===== config.mk =====
export PLATFORM = sky130hd
export DESIGN_NAME = shared_alu_sched
export DESIGN_NICKNAME = d
export VERILOG_FILES = /design/src/rtl/shared_alu_sched_pkg.sv /design/src/rtl/sched_alu.sv /design/src/rtl/shared_alu_sched.sv
export SDC_FILE = /design/constraint.sdc
export NUM_CORES = 1
export LEC_CHECK = 0
export BUFFER_PORTS_ARGS = -buffer_cell sky130_fd_sc_hd__buf_4
export CORE_UTILIZATION = 45
export CTS_BUF_LIST = sky130_fd_sc_hd__clkbuf_8
export CTS_CLUSTER_SIZE = 12
export DETAILED_ROUTE_END_ITERATION = 12
export REMOVE_ABC_BUFFERS = 1
export SLEW_MARGIN = 20
export SYNTH_ARGS = -nofsm -noshare
export SYNTH_HDL_FRONTEND = slang
export SYNTH_HIERARCHICAL = 1
export SYNTH_SLANG_ARGS = --single-unit

===== constraint.sdc =====
create_clock -name Clk -period 9.6 [get_ports Clk]
set_clock_uncertainty 0.05 [all_clocks]
set_input_delay 1.92 -clock Clk [delete_from_list [all_inputs] [get_ports Clk]]
set_output_delay 1.92 -clock Clk [all_outputs]
set_load 0.01 [all_outputs]

===== src/rtl/shared_alu_sched_pkg.sv =====
// shared_alu_sched_pkg
// Shared types for the scheduled compare/select/shift controller.
//   state_e  : controller schedule, one state per shared-unit step
//   alu_op_e : operation select for the shared add/sub/compare unit
package shared_alu_sched_pkg;

    typedef enum logic [2:0] {
        StIdle    = 3'd0,
        StOpD     = 3'd1,
        StOpE     = 3'd2,
        StOpF     = 3'd3,
        StOpCmp   = 3'd4,
        StOpShift = 3'd5,
        StDone    = 3'd6
    } state_e;

    typedef enum logic {
        OpAdd = 1'b0,
        OpSub = 1'b1
    } alu_op_e;

endpackage


===== src/rtl/sched_alu.sv =====
// sched_alu
// Combinational signed add/sub/compare unit shared by every step of the schedule.
// Configuration macro: SHARED_ALU_SCHED_OVF_EN adds the signed-overflow output.
// Ports:
//   op_i   : OpAdd -> opa_i + opb_i, OpSub -> opa_i - opb_i
//   opa_i  : WIDTH-bit signed operand A
//   opb_i  : WIDTH-bit signed operand B
//   res_o  : WIDTH-bit result, wraps modulo 2^WIDTH
//   lt_o   : opa_i < opb_i (signed), valid for OpSub only
//   eq_o   : opa_i == opb_i, valid for OpSub only
//   ovf_o  : WIDTH-bit signed overflow of res_o (only with SHARED_ALU_SCHED_OVF_EN)
module sched_alu
    import shared_alu_sched_pkg::*;
#(
    parameter int unsigned WIDTH = 64
) (
    input  alu_op_e          op_i,
    input  logic [WIDTH-1:0] opa_i,
    input  logic [WIDTH-1:0] opb_i,
    output logic [WIDTH-1:0] res_o,
    output logic             lt_o,
    output logic             eq_o
`ifdef SHARED_ALU_SCHED_OVF_EN
    ,
    output logic             ovf_o
`endif
);

    // One extra bit of sign extension: the WIDTH+1-bit difference can never
    // overflow, so its top bit is an exact signed less-than flag.
    logic [WIDTH:0] ext_a;
    logic [WIDTH:0] ext_b;
    logic [WIDTH:0] wide;

    always_comb begin
        ext_a = {opa_i[WIDTH-1], opa_i};
        ext_b = {opb_i[WIDTH-1], opb_i};
        wide  = (op_i == OpSub) ? (ext_a - ext_b) : (ext_a + ext_b);
    end

    assign res_o = wide[WIDTH-1:0];
    assign lt_o  = wide[WIDTH];
    assign eq_o  = (wide == '0);

`ifdef SHARED_ALU_SCHED_OVF_EN
    // Result does not fit in WIDTH signed bits when the two top bits disagree.
    assign ovf_o = wide[WIDTH] ^ wide[WIDTH-1];
`endif

endmodule


===== src/rtl/shared_alu_sched.sv =====
// shared_alu_sched
// Multi-cycle controller computing
//   d = a+b, e = a+c, f = a-b, lt = d<e, eq = d==e,
//   g = lt ? e : d, h = eq ? f : g,
//   x = (h << lt)[OWIDTH-1:0], z = (g >>> eq)[OWIDTH-1:0]
// with a single shared add/sub/compare unit stepped through a fixed schedule.
// Configuration macro: SHARED_ALU_SCHED_OVF_EN adds the Ovf output (sticky
// overflow of the d/e/f steps, presented together with x/z).
// Ports:
//   Clk    : rising-edge clock
//   Rst    : synchronous active-low reset
//   Start  : request, sampled only while idle
//   a,b,c  : WIDTH-bit signed operands, latched on the accepting edge
//   Busy   : high in every state except idle
//   Done   : one-cycle pulse, x/z valid from this cycle on
//   x, z   : OWIDTH-bit signed results, held until the next Done or reset
//   Ovf    : overflow flag held with x/z (only with SHARED_ALU_SCHED_OVF_EN)
// OWIDTH must be smaller than WIDTH: only the low OWIDTH+1 bits of g and the
// low OWIDTH bits of f/h are kept, which is all the truncated results need.
module shared_alu_sched
    import shared_alu_sched_pkg::*;
#(
    parameter int unsigned WIDTH  = 64,
    parameter int unsigned OWIDTH = 32
) (
    input  logic                     Clk,
    input  logic                     Rst,
    input  logic                     Start,
    input  logic signed [WIDTH-1:0]  a,
    input  logic signed [WIDTH-1:0]  b,
    input  logic signed [WIDTH-1:0]  c,
    output logic                     Busy,
    output logic                     Done,
    output logic signed [OWIDTH-1:0] x,
    output logic signed [OWIDTH-1:0] z
`ifdef SHARED_ALU_SCHED_OVF_EN
    ,
    output logic                     Ovf
`endif
);

    state_e            state_q, state_d;

    logic [WIDTH-1:0]  a_q, b_q, c_q;
    logic [WIDTH-1:0]  d_q, e_q;
    logic [OWIDTH-1:0] f_q;
    logic [OWIDTH:0]   g_q;
    logic [OWIDTH-1:0] h_q;
    logic              lt_q, eq_q;
    logic [OWIDTH-1:0] x_q, z_q;

    alu_op_e           alu_op;
    logic [WIDTH-1:0]  alu_a, alu_b, alu_res;
    logic              alu_lt, alu_eq;

    logic [OWIDTH:0]   g_sel;
    logic [OWIDTH-1:0] h_sel;

`ifdef SHARED_ALU_SCHED_OVF_EN
    logic              alu_ovf;
    logic              ovf_flag_q;
    logic              ovf_q;
`endif

    sched_alu #(
        .WIDTH (WIDTH)
    ) u_alu (
        .op_i  (alu_op),
        .opa_i (alu_a),
        .opb_i (alu_b),
        .res_o (alu_res),
        .lt_o  (alu_lt),
        .eq_o  (alu_eq)
`ifdef SHARED_ALU_SCHED_OVF_EN
        ,
        .ovf_o (alu_ovf)
`endif
    );

    // State register.
    always_ff @(posedge Clk) begin
        if (!Rst) begin
            state_q <= StIdle;
        end else begin
            state_q <= state_d;
        end
    end

    // Next state and shared-unit operand/op steering.
    always_comb begin
        state_d = state_q;
        alu_op  = OpAdd;
        alu_a   = a_q;
        alu_b   = b_q;
        unique case (state_q)
            StIdle: begin
                if (Start) begin
                    state_d = StOpD;
                end
            end
            StOpD: begin
                state_d = StOpE;
            end
            StOpE: begin
                alu_b   = c_q;
                state_d = StOpF;
            end
            StOpF: begin
                alu_op  = OpSub;
                state_d = StOpCmp;
            end
            StOpCmp: begin
                alu_op  = OpSub;
                alu_a   = d_q;
                alu_b   = e_q;
                state_d = StOpShift;
            end
            StOpShift: begin
                state_d = StDone;
            end
            StDone: begin
                state_d = StIdle;
            end
            default: begin
                state_d = StIdle;
            end
        endcase
    end

    // Two-level select, only meaningful while the unit is comparing d and e.
    always_comb begin
        g_sel = alu_lt ? e_q[OWIDTH:0] : d_q[OWIDTH:0];
        h_sel = alu_eq ? f_q : g_sel[OWIDTH-1:0];
    end

    // Datapath registers.
    always_ff @(posedge Clk) begin
        if (!Rst) begin
            a_q  <= '0;
            b_q  <= '0;
            c_q  <= '0;
            d_q  <= '0;
            e_q  <= '0;
            f_q  <= '0;
            g_q  <= '0;
            h_q  <= '0;
            lt_q <= 1'b0;
            eq_q <= 1'b0;
            x_q  <= '0;
            z_q  <= '0;
        end else begin
            unique case (state_q)
                StIdle: begin
                    if (Start) begin
                        a_q <= a;
                        b_q <= b;
                        c_q <= c;
                    end
                end
                StOpD: d_q <= alu_res;
                StOpE: e_q <= alu_res;
                StOpF: f_q <= alu_res[OWIDTH-1:0];
                StOpCmp: begin
                    lt_q <= alu_lt;
                    eq_q <= alu_eq;
                    g_q  <= g_sel;
                    h_q  <= h_sel;
                end
                StOpShift: begin
                    x_q <= h_q << lt_q;
                    // Arithmetic shift right by one, truncated: bit OWIDTH of g
                    // is a real bit of g, so no sign fill is needed here.
                    z_q <= eq_q ? g_q[OWIDTH:1] : g_q[OWIDTH-1:0];
                end
                default: ;
            endcase
        end
    end

`ifdef SHARED_ALU_SCHED_OVF_EN
    // Sticky over the d/e/f steps; copied to the output alongside x/z so it
    // holds with the results while the next request runs.
    always_ff @(posedge Clk) begin
        if (!Rst) begin
            ovf_flag_q <= 1'b0;
            ovf_q      <= 1'b0;
        end else begin
            unique case (state_q)
                StIdle: begin
                    if (Start) begin
                        ovf_flag_q <= 1'b0;
                    end
                end
                StOpD, StOpE, StOpF: begin
                    ovf_flag_q <= ovf_flag_q | alu_ovf;
                end
                StOpShift: begin
                    ovf_q <= ovf_flag_q;
                end
                default: ;
            endcase
        end
    end

    assign Ovf = ovf_q;
`endif

    assign Busy = (state_q != StIdle);
    assign Done = (state_q == StDone);
    assign x    = x_q;
    assign z    = z_q;

endmodule


==> metrics.md, run 1 <==
| Metric | Value |
|---|---|
| Data arrival at the endpoint of the critical path | 9.65 ns |
| Relative contribution of combinational cells to total power | between 20% and 30% |
| Simple-Gate Fraction of Synth Area | 24.87% |
| Type of the most critical hold path | reg2reg |
| Cell type with the highest aggregate area in the netlist | sky130_fd_sc_hd__dfxtp_1 |
| Die extent in y | 243.6 µm |
| Kind of start point of the critical path | flip-flop |
| P&R area growth vs syn | 14.36% |
| Setup Crit Path Kind | reg2reg |
| Maximum root-to-sink buffer count | 3 |
| Psw | 0.001981 W |
| Total Routing Usage GR | 27.17% |
| Compound-gate portion of the synthesized area | 21.52% |
| HPWL Detailed | about 59 mm |
| Fillers | 5,698 |
| Max-slew headroom | 27.40% |
| Required time worst endpoint | ~10 ns |
| Core region area | ~58,000 µm² |
| Weighted congestion reported at the end of routability-driven placement | 0.9235 |
| Share of synthesized cell area in full adder, half adder and majority cells | 3.173% |
| Leakage power of the design | 11.34 nW |
| Initial core utilization | 45.52% |
| Min setup slack post-route | 0.4616 ns |
| P_int | 0.003744 W |
| Die Span X | 243.6 µm |
| Total inserted antenna cells | 0 |
| Root Driver | sky130_fd_sc_hd__clkbuf_8 |
| CTS Sinks | 486 |
| Result of the run | finished, final reports clean |
| IO Count | 261 |
| Number of enable-type register cells in the synthesized netlist | 0 |
| PostCTS Resize Cnt | 0 |
| Setup repair after global routing missed its margin | no |
| Hold Vio Cnt, Final | 0 |
| Detailed-routing iteration count for the pre-antenna-repair pass | 8 |
| Reg area | 9737 µm² |
| DR vias | 24,551 |
| Capturing element type of the critical path | flip-flop |
| Fraction of layout cells with a size suffix above 1 | 13.56% |
| Max Fclk | 109.4 MHz |
| Max Cap Violations | 0 |
| Cells taking the most area after synthesis | sky130_fd_sc_hd__dfxtp_1 (37%), sky130_fd_sc_hd__nand2_1 (12%), sky130_fd_sc_hd__a21oi_1 (5.3%), sky130_fd_sc_hd__nand3_1 (5.1%), sky130_fd_sc_hd__mux2i_1 (3.8%) |
| CP Max Fanout | 31 |
| Share of the cycle needed by the critical path after routing | 95.19% |
| Insertion delay of the later-clocked pin in the worst-skew pair | around 0.68 ns |
| Final core area utilization | 52.06% |
| Pin count of the biggest net entering global routing | roughly 180 |
| Setup repair bufs after CTS | 0 |
| Sequential cell fraction of total power | between 30% and 40% |
| Most used DFF post-synth | sky130_fd_sc_hd__dfxtp_1 |
| Via count of the first global-routing pass | 23,924 |
| Cell variety after synth | 83 |
| Clock transition time at the flip-flop clock pins of the worst setup and hold paths | 0.06 ns |
| Seq/Total Area, Yosys | 37.05% |
| Share of the synthesized area in the top cell type | 37.05% |
| Slew Limit Fails | 0 |
| Antenna-violating nets left | 0 |
| Clock period minus final worst setup slack | 9.138 ns |
| Cell count after synthesis | 3,451 |
| Count of H-tree levels built during CTS | 3 |
| Number of hold buffers added after CTS | 0 |
| Power Density | approximately 190 nW/µm² |
| Die Outline Area | 59,330 µm² |
| Main combinational cell family by area after synthesis | simple AND/OR/NAND/NOR gates |
| Register bit count reported by yosys | 486 |
| Total clock buffers created by CTS | 84 |
| Actual slew at the worst max-slew pin | 1.089 ns |
| Count of standard-cell rows | 88 |
| Total wire length after detailed routing | 82.28 mm |
| # nets final | 3,819 |
| Average footprint of a synthesized cell | 7.610 µm² |
| Net Sw Frac | 34.60% |
| Remaining design rule violation count | 0 |
| WL per Instance | 18.76 µm |
| Antenna violations before repair | 0 |
| Multiplexer share of the synthesized area | 3.816% |
| Post-synthesis xor/xnor area fraction | 4.102% |
| Count of endpoints failing setup in the final report | 0 |
| Total global routing overflow | 0 |
| Number of synthesis warnings | 6 |
| Combined area of the multi-input logic cells | 15,140 µm² |
| VDD IR-drop max | 0.0001300 V |
| Vias per Instance | roughly 5.6 |
| Pre-CTS worst setup slack | 0.5784 ns |
| CTS tree | built |
| Clock power share | 34.5% |
| Starting DRC count in detailed routing | 1,768 |
| Area of the mapped netlist | 26,260 µm² |
| FFs w/ async S/R, synth | 0% |
| Number of port buffers | 260 |
| Wire length of the first global-routing pass | 130.0 mm |
## synthesized netlist by cell type (55+ instances only)
library cell	count
sky130_fd_sc_hd__a22oi_1	66
sky130_fd_sc_hd__mux2i_1	99
sky130_fd_sc_hd__nand2_1	856
sky130_fd_sc_hd__xnor2_1	96
sky130_fd_sc_hd__ha_1	65
sky130_fd_sc_hd__dfxtp_1	486
sky130_fd_sc_hd__o21ai_0	193
sky130_fd_sc_hd__nand3_1	267
sky130_fd_sc_hd__clkbuf_1	135
sky130_fd_sc_hd__a211oi_1	99
sky130_fd_sc_hd__nor2_1	200
sky130_fd_sc_hd__o21ai_1	55
sky130_fd_sc_hd__a21oi_1	276
sky130_fd_sc_hd__buf_2	94
## path summary, 6_finish.rpt
| path | from | endpoint | slack [ns] | cells past startpoint |
|---|---|---|---|---|
| worst max-delay path | state_q[2] | h_q[11] | 0.46 | 26 |
| worst min-delay path | c_q[59] | c_q[59] | 0.40 | 2 |
| worst max register to register | state_q[2] | h_q[11] | 0.46 | 26 |
| worst min register to register | c_q[59] | c_q[59] | 0.40 | 2 |
## worst max-delay path: stages, from the launching register on
cell and delay, ns:
sky130_fd_sc_hd__dfxtp_1 0.69, sky130_fd_sc_hd__or3b_4 0.65, sky130_fd_sc_hd__nand3_1 0.17, sky130_fd_sc_hd__nand2_1 0.11
sky130_fd_sc_hd__or4_1 0.60, sky130_fd_sc_hd__nor4_2 0.42, sky130_fd_sc_hd__and4_1 0.39, sky130_fd_sc_hd__and2_1 0.53
sky130_fd_sc_hd__nor4bb_1 0.70, sky130_fd_sc_hd__nor2_1 0.12, sky130_fd_sc_hd__xnor2_1 0.16, sky130_fd_sc_hd__ha_1 0.48
sky130_fd_sc_hd__nand2_1 0.12, sky130_fd_sc_hd__nor2_1 0.21, sky130_fd_sc_hd__a21oi_1 0.17, sky130_fd_sc_hd__nand3_1 0.12
sky130_fd_sc_hd__nand4b_1 0.10, sky130_fd_sc_hd__or4_1 0.40, sky130_fd_sc_hd__or4b_2 0.62, sky130_fd_sc_hd__or4_1 0.49
sky130_fd_sc_hd__a211oi_2 0.22, sky130_fd_sc_hd__nand4b_1 0.16, sky130_fd_sc_hd__nor4_4 0.45, sky130_fd_sc_hd__buf_12 0.25
sky130_fd_sc_hd__nor2b_1 0.25, sky130_fd_sc_hd__a2111oi_4 0.08, sky130_fd_sc_hd__a31o_2 0.25
## power groups by stage
stage / Sequential [W] / Combinational, W / Clock [W]
final: 0.00224 / 0.00152 / 0.00197
after detailed placement: 0.00228 / 0.00150 / 0
after global placement: 0.00228 / 0.00149 / 0
after global routing: 0.00225 / 0.00166 / 0.00212
after CTS: 0.00224 / 0.00151 / 0.00201
after floorplan: 0.00225 / 0.00100 / 0
## area by class of cell
type	count	area share (%)
well taps	765	3.187
clock buffers	105	4.812
repair buffers	301	7.715
inverters	28	0.3749
flip-flops and latches	486	32.42
clock inverters	44	1.066
multi-input cells	2657	50.42
## flip-flops by register name (all words and copies together) (netlist names), 33 cells and up
| signal | cells |
|---|---|
| d_q | 64 |
| a_q | 64 |
| e_q | 64 |
| b_q | 64 |
| c_q | 64 |
| g_q | 33 |
## stage by stage
step / instance area (µm²) / TNS, ns / total power [W] / hold WS [ns] / cells
6_report: 30030 / 0 / 0.005724 / 0.3966 / 4386
5_1_grt: 30030 / 0 / 0.006023 / 0.4168 / 4386
4_1_cts: 30030 / 0 / 0.005756 / 0.4001 / 4386
3_5_place_dp: 28260 / 0 / 0.003775 / 0.3923 / 4237
3_3_place_gp: 28260 / 0 / 0.003770 / 0.3914 / 4237
2_1_floorplan: 24930 / -562.71 / 0.003245 / 0.3781 / 3171
## cells by family after synthesis
kind of cell	after synthesis
buf+inv	308
fa+ha+maj	66
mux	100
xor+xnor	123
flops	486
compound gates	862
simple gates	1506
## cells in the final DEF, fill, tap and decap left out, drive strengths merged, types with 10 or more instances in the layout
master,n
a21oi,279
o21bai,12
a2111oi,36
dfxtp,486
mux2i,99
nand2b,10
nand4,20
clkbuf,105
o21ai,248
nand3,267
a31oi,17
nor2b,37
nor4,17
a211oi,101
ha,65
a21o,24
xnor2,96
nor2,200
xor2,27
inv,59
nand2,856
a22oi,66
or4,10
buf,301
and2,11
nor3,35
a31o,34
## routing by layer
layer | share of wire (%) | track usage [%] | vias to the layer above
met5 | 0 | 0 | -
met4 | 2.7 | 8.640 | 0
met3 | 4.3 | 3.855 | 144
met2 | 48 | 45.89 | 617
met1 | 45 | 35.60 | 11522
li1 | - | - | 12268
Note: power is estimated with default switching activity, not from simulation.
==> inputs of run 2 (changes only) <==
Settings changed: ABC_AREA set to 1, REMOVE_ABC_BUFFERS 1 to unset.
==> metrics.md, run 2 <==
| Metric | Value |
|---|---|
| Data arrival at the endpoint of the critical path | 8.36 ns (-1.29 ns) |
| Die Outline Area | 65,660 µm² (+11%) |
| Die Span X | 256.2 µm (+5.2%) |
| Type of the most critical hold path | reg2reg |
| Kind of start point of the critical path | flip-flop |
| Max Cap Violations | 0 (unchanged) |
| # nets final | 5,180 (+36%) |
| Cells taking the most area after synthesis | sky130_fd_sc_hd__dfxtp_1 (33%), sky130_fd_sc_hd__nand2_1 (21%), sky130_fd_sc_hd__inv_1 (7.5%), sky130_fd_sc_hd__nor2_1 (6.9%), sky130_fd_sc_hd__a21oi_1 (6.7%) |
| Core region area | 63,430 µm² (+9.9%) |
| Commonest non-fill, non-tap cells in the layout | sky130_fd_sc_hd__nand2_1 (1,588), sky130_fd_sc_hd__inv_1 (618), sky130_fd_sc_hd__nor2_1 (535) |
| Psw | 0.002729 W (+38%) |
| Post-Layout Inst Area | 32,910 µm² (+9.6%) |
| IO Count | 261 (unchanged) |
| Via count of the first global-routing pass | 28,644 (+20%) |
| Hold Vio Cnt, Final | 0 (unchanged) |
| Power Density | 200.1 nW/µm² (+5.0%) |
| Most used DFF post-synth | sky130_fd_sc_hd__dfxtp_1 |
| Antenna-violating nets left | 0 (unchanged) |
| Launch point of the worst path | state_q[0] |
| Launch point of the worst hold path | g_q[0] |
| Relative contribution of combinational cells to total power | 35.8% (+9.3 points) |
| Capturing element type of the critical path | flip-flop |
| CTS Sinks | 486 (unchanged) |
| Cell type with the highest aggregate area in the netlist | sky130_fd_sc_hd__dfxtp_1 |
| Cell count after synthesis | 4,796 (+39%) |
| Average footprint of a synthesized cell | 6.065 µm² (-20%) |
| Reg area | 9732 µm² (about the same) |
| Slew Limit Fails | 0 (unchanged) |
| Vias per Instance | 5.194 (-7.2%) |
| WL per Instance | 19.24 µm (+2.5%) |
| Combined area of the multi-input logic cells | 15,960 µm² (+5.4%) |
| Post-placement cell area | 31,180 µm² (+10%) |
| Most numerous cell types in the synthesized netlist | sky130_fd_sc_hd__nand2_1 (1,589), sky130_fd_sc_hd__inv_1 (581), sky130_fd_sc_hd__nor2_1 (537) |
| Detailed-routing iteration count for the pre-antenna-repair pass | 6 (-2) |
| Die extent in y | 256.2 µm (+5.2%) |
| Commonest non-fill, non-tap cell in the layout | sky130_fd_sc_hd__nand2_1 |
| Wire length of the first global-routing pass | 168.9 mm (+30%) |
| Root Driver | sky130_fd_sc_hd__clkbuf_8 |
| DR vias | 30,297 (+23%) |
| Share of the cycle needed by the critical path after routing | 81.75% (-13 points) |
| Weighted congestion reported at the end of routability-driven placement | 1.001 (+8.3%) |
| Cell variety after synth | 44 (-47%) |
| Area of the mapped netlist | 29,090 µm² (+11%) |
| Max Fclk | 127.4 MHz (+16%) |
| HPWL Detailed | 86.71 mm (+47%) |
| Seq/Total Area, Yosys | 33.45% (-3.6 points) |
| Clock power share | 29.6% (-4.9 points) |
| Net Sw Frac | 41.44% (+6.8 points) |
| P&R area growth vs syn | 13.14% |
| Total Routing Usage GR | 33.28% (+6.1 points) |
| PostCTS Resize Cnt | 0 (unchanged) |
| Setup Crit Path Kind | reg2reg |
| Result of the run | finished, final reports clean |
| Total global routing overflow | 0 (unchanged) |
| Max-slew headroom | 29.30% (+1.9 points) |
| Post-route setup TNS | 0 ns (unchanged) |
| Starting DRC count in detailed routing | 2,536 (+43%) |
| Share of the synthesized area in the top cell type | 33.45% (-3.6 points) |
| Number of port buffers | 260 (unchanged) |
| VDD IR-drop max | 0.0001051 V (-19%) |
| Pin count of the biggest net entering global routing | 194 (+9.0%) |
| Number of enable-type register cells in the synthesized netlist | 0 (unchanged) |
| Leakage power of the design | 16.21 nW (+43%) |
| Fillers | 6,964 (+22%) |
| Fraction of layout cells with a size suffix above 1 | 9.208% (-4.4 points) |
| CP Max Fanout | 30 (-3.2%) |
| Actual slew at the worst max-slew pin | 1.060 ns (-0.02859 ns) |
| Power Total | 0.006586 W (+15%) |
| FFs w/ async S/R, synth | 0% (unchanged) |
| Setup repair bufs after CTS | 0 (unchanged) |
| Maximum root-to-sink buffer count | 3 (unchanged) |
| Launch instance of the worst register-to-register path | state_q[0] |
| Initial core utilization | 45.86% (+0.34 points) |
| Sequential cell fraction of total power | 34.6% (-4.5 points) |
| Number of nets produced by synthesis | just over 5,000 |
| Clock period minus final worst setup slack | 7.848 ns (-1.290 ns) |
| Clock transition time at the flip-flop clock pins of the worst setup and hold paths | 0.07 ns (about the same) |
| Total clock buffers created by CTS | 87 (+3.6%) |
| Remaining design rule violation count | 0 (unchanged) |
| Setup repair after global routing missed its margin | no |
| CTS tree | built |
| Most common cell in the netlist | sky130_fd_sc_hd__nand2_1 |
| Cell occurring most often along the worst timing path | sky130_fd_sc_hd__nand2_1 |
| Number of hold buffers added after CTS | 0 (unchanged) |
| Register bit count reported by yosys | 486 (unchanged) |
| Library cell contributing the largest single delay on the critical path | sky130_fd_sc_hd__inv_1 |
| Antenna violations before repair | 1 (+1) |
| Total wire length after detailed routing | 112.2 mm (+36%) |
| Count of H-tree levels built during CTS | 3 (unchanged) |
| Required time worst endpoint | 10.11 ns (about the same) |
| Insertion delay of the later-clocked pin in the worst-skew pair | 0.72 ns (+0.04 ns) |
| P_int | 0.003856 W (+3.0%) |
| Count of standard-cell rows | 92 (+4.5%) |
| Slowest Stage Delay on Critical Path | 0.71 ns (about the same) |
| Number of synthesis warnings | 6 (unchanged) |
| Count of endpoints failing setup in the final report | 0 (unchanged) |
-- run 2: metrics by stage --
step                      setup slack (ns)  instances  util [%]  hold slack, ns
after floorplan                      4.573       4796         -          0.3715
after detailed placement             2.013       5676     49.16          0.3925
after CTS                            1.958       5831     51.88          0.4005
after global placement               2.020       5676     49.16          0.3945
after global routing                 1.097       5832     51.88          0.4175
final                                1.752       5833     51.89          0.3992
-- run 2: cell type report --
cell class	count	area share [%]
antenna	2	0.01521
inverter	592	6.783
tap	846	3.216
clock inverter	51	0.8973
timing repair buffer	290	6.665
sequential	486	29.57
multi-input combinational	3462	48.50
clock buffer	104	4.349
-- run 2: worst paths after layout --
kind	endpoint	cells past startpoint	slack, ns
hold reg to reg	g_q[0]	2	0.40
hold / removal	g_q[0]	2	0.40
setup / recovery	g_q[8]	36	1.75
setup reg to reg	g_q[8]	36	1.75
-- run 2: cells by family (layout without fill, tap and decap cells) --
family	count (synthesis)	count (layout)	share of synthesized area, %
xor+xnor	72	72	2.194
buf+inv	848	1037	11.78
simple gates	2564	2564	36.43
fa+ha+maj	66	66	2.865
other cells	0	2	0
compound gates	760	760	13.28
flops	486	486	33.45
-- run 2: power groups by stage --
stage / registers, W / logic, W / clock network, W
6_report: 0.00228 / 0.00236 / 0.00195
5_1_grt: 0.00229 / 0.00256 / 0.00208
4_1_cts: 0.00228 / 0.00232 / 0.00198
3_5_place_dp: 0.00232 / 0.00231 / 0
3_3_place_gp: 0.00232 / 0.00232 / 0
2_1_floorplan: 0.00228 / 0.00150 / 0
-- run 2: per-layer routing --
layer / share of wire (%) / global-route usage [%] / vias to the layer above
met5: 0 / 0 / -
met4: 5.6 / 18.30 / 0
met3: 5.2 / 4.399 / 255
met2: 48 / 57.96 / 915
met1: 41 / 39.45 / 13717
li1: - / - / 15410
-- run 2: worst max-delay path: cells and delay by family, from the launching register on --
| kind | cells | cell delay [ns] |
|---|---|---|
| xor gates and xnor gates | 2 | 0.85 |
| DFF | 1 | 0.59 |
| buffers and inverters | 10 | 2.58 |
| AOI/OAI and AO/OA | 3 | 0.35 |
| adders and majority gates | 2 | 0.53 |
| and+or+nand+nor | 19 | 2.72 |
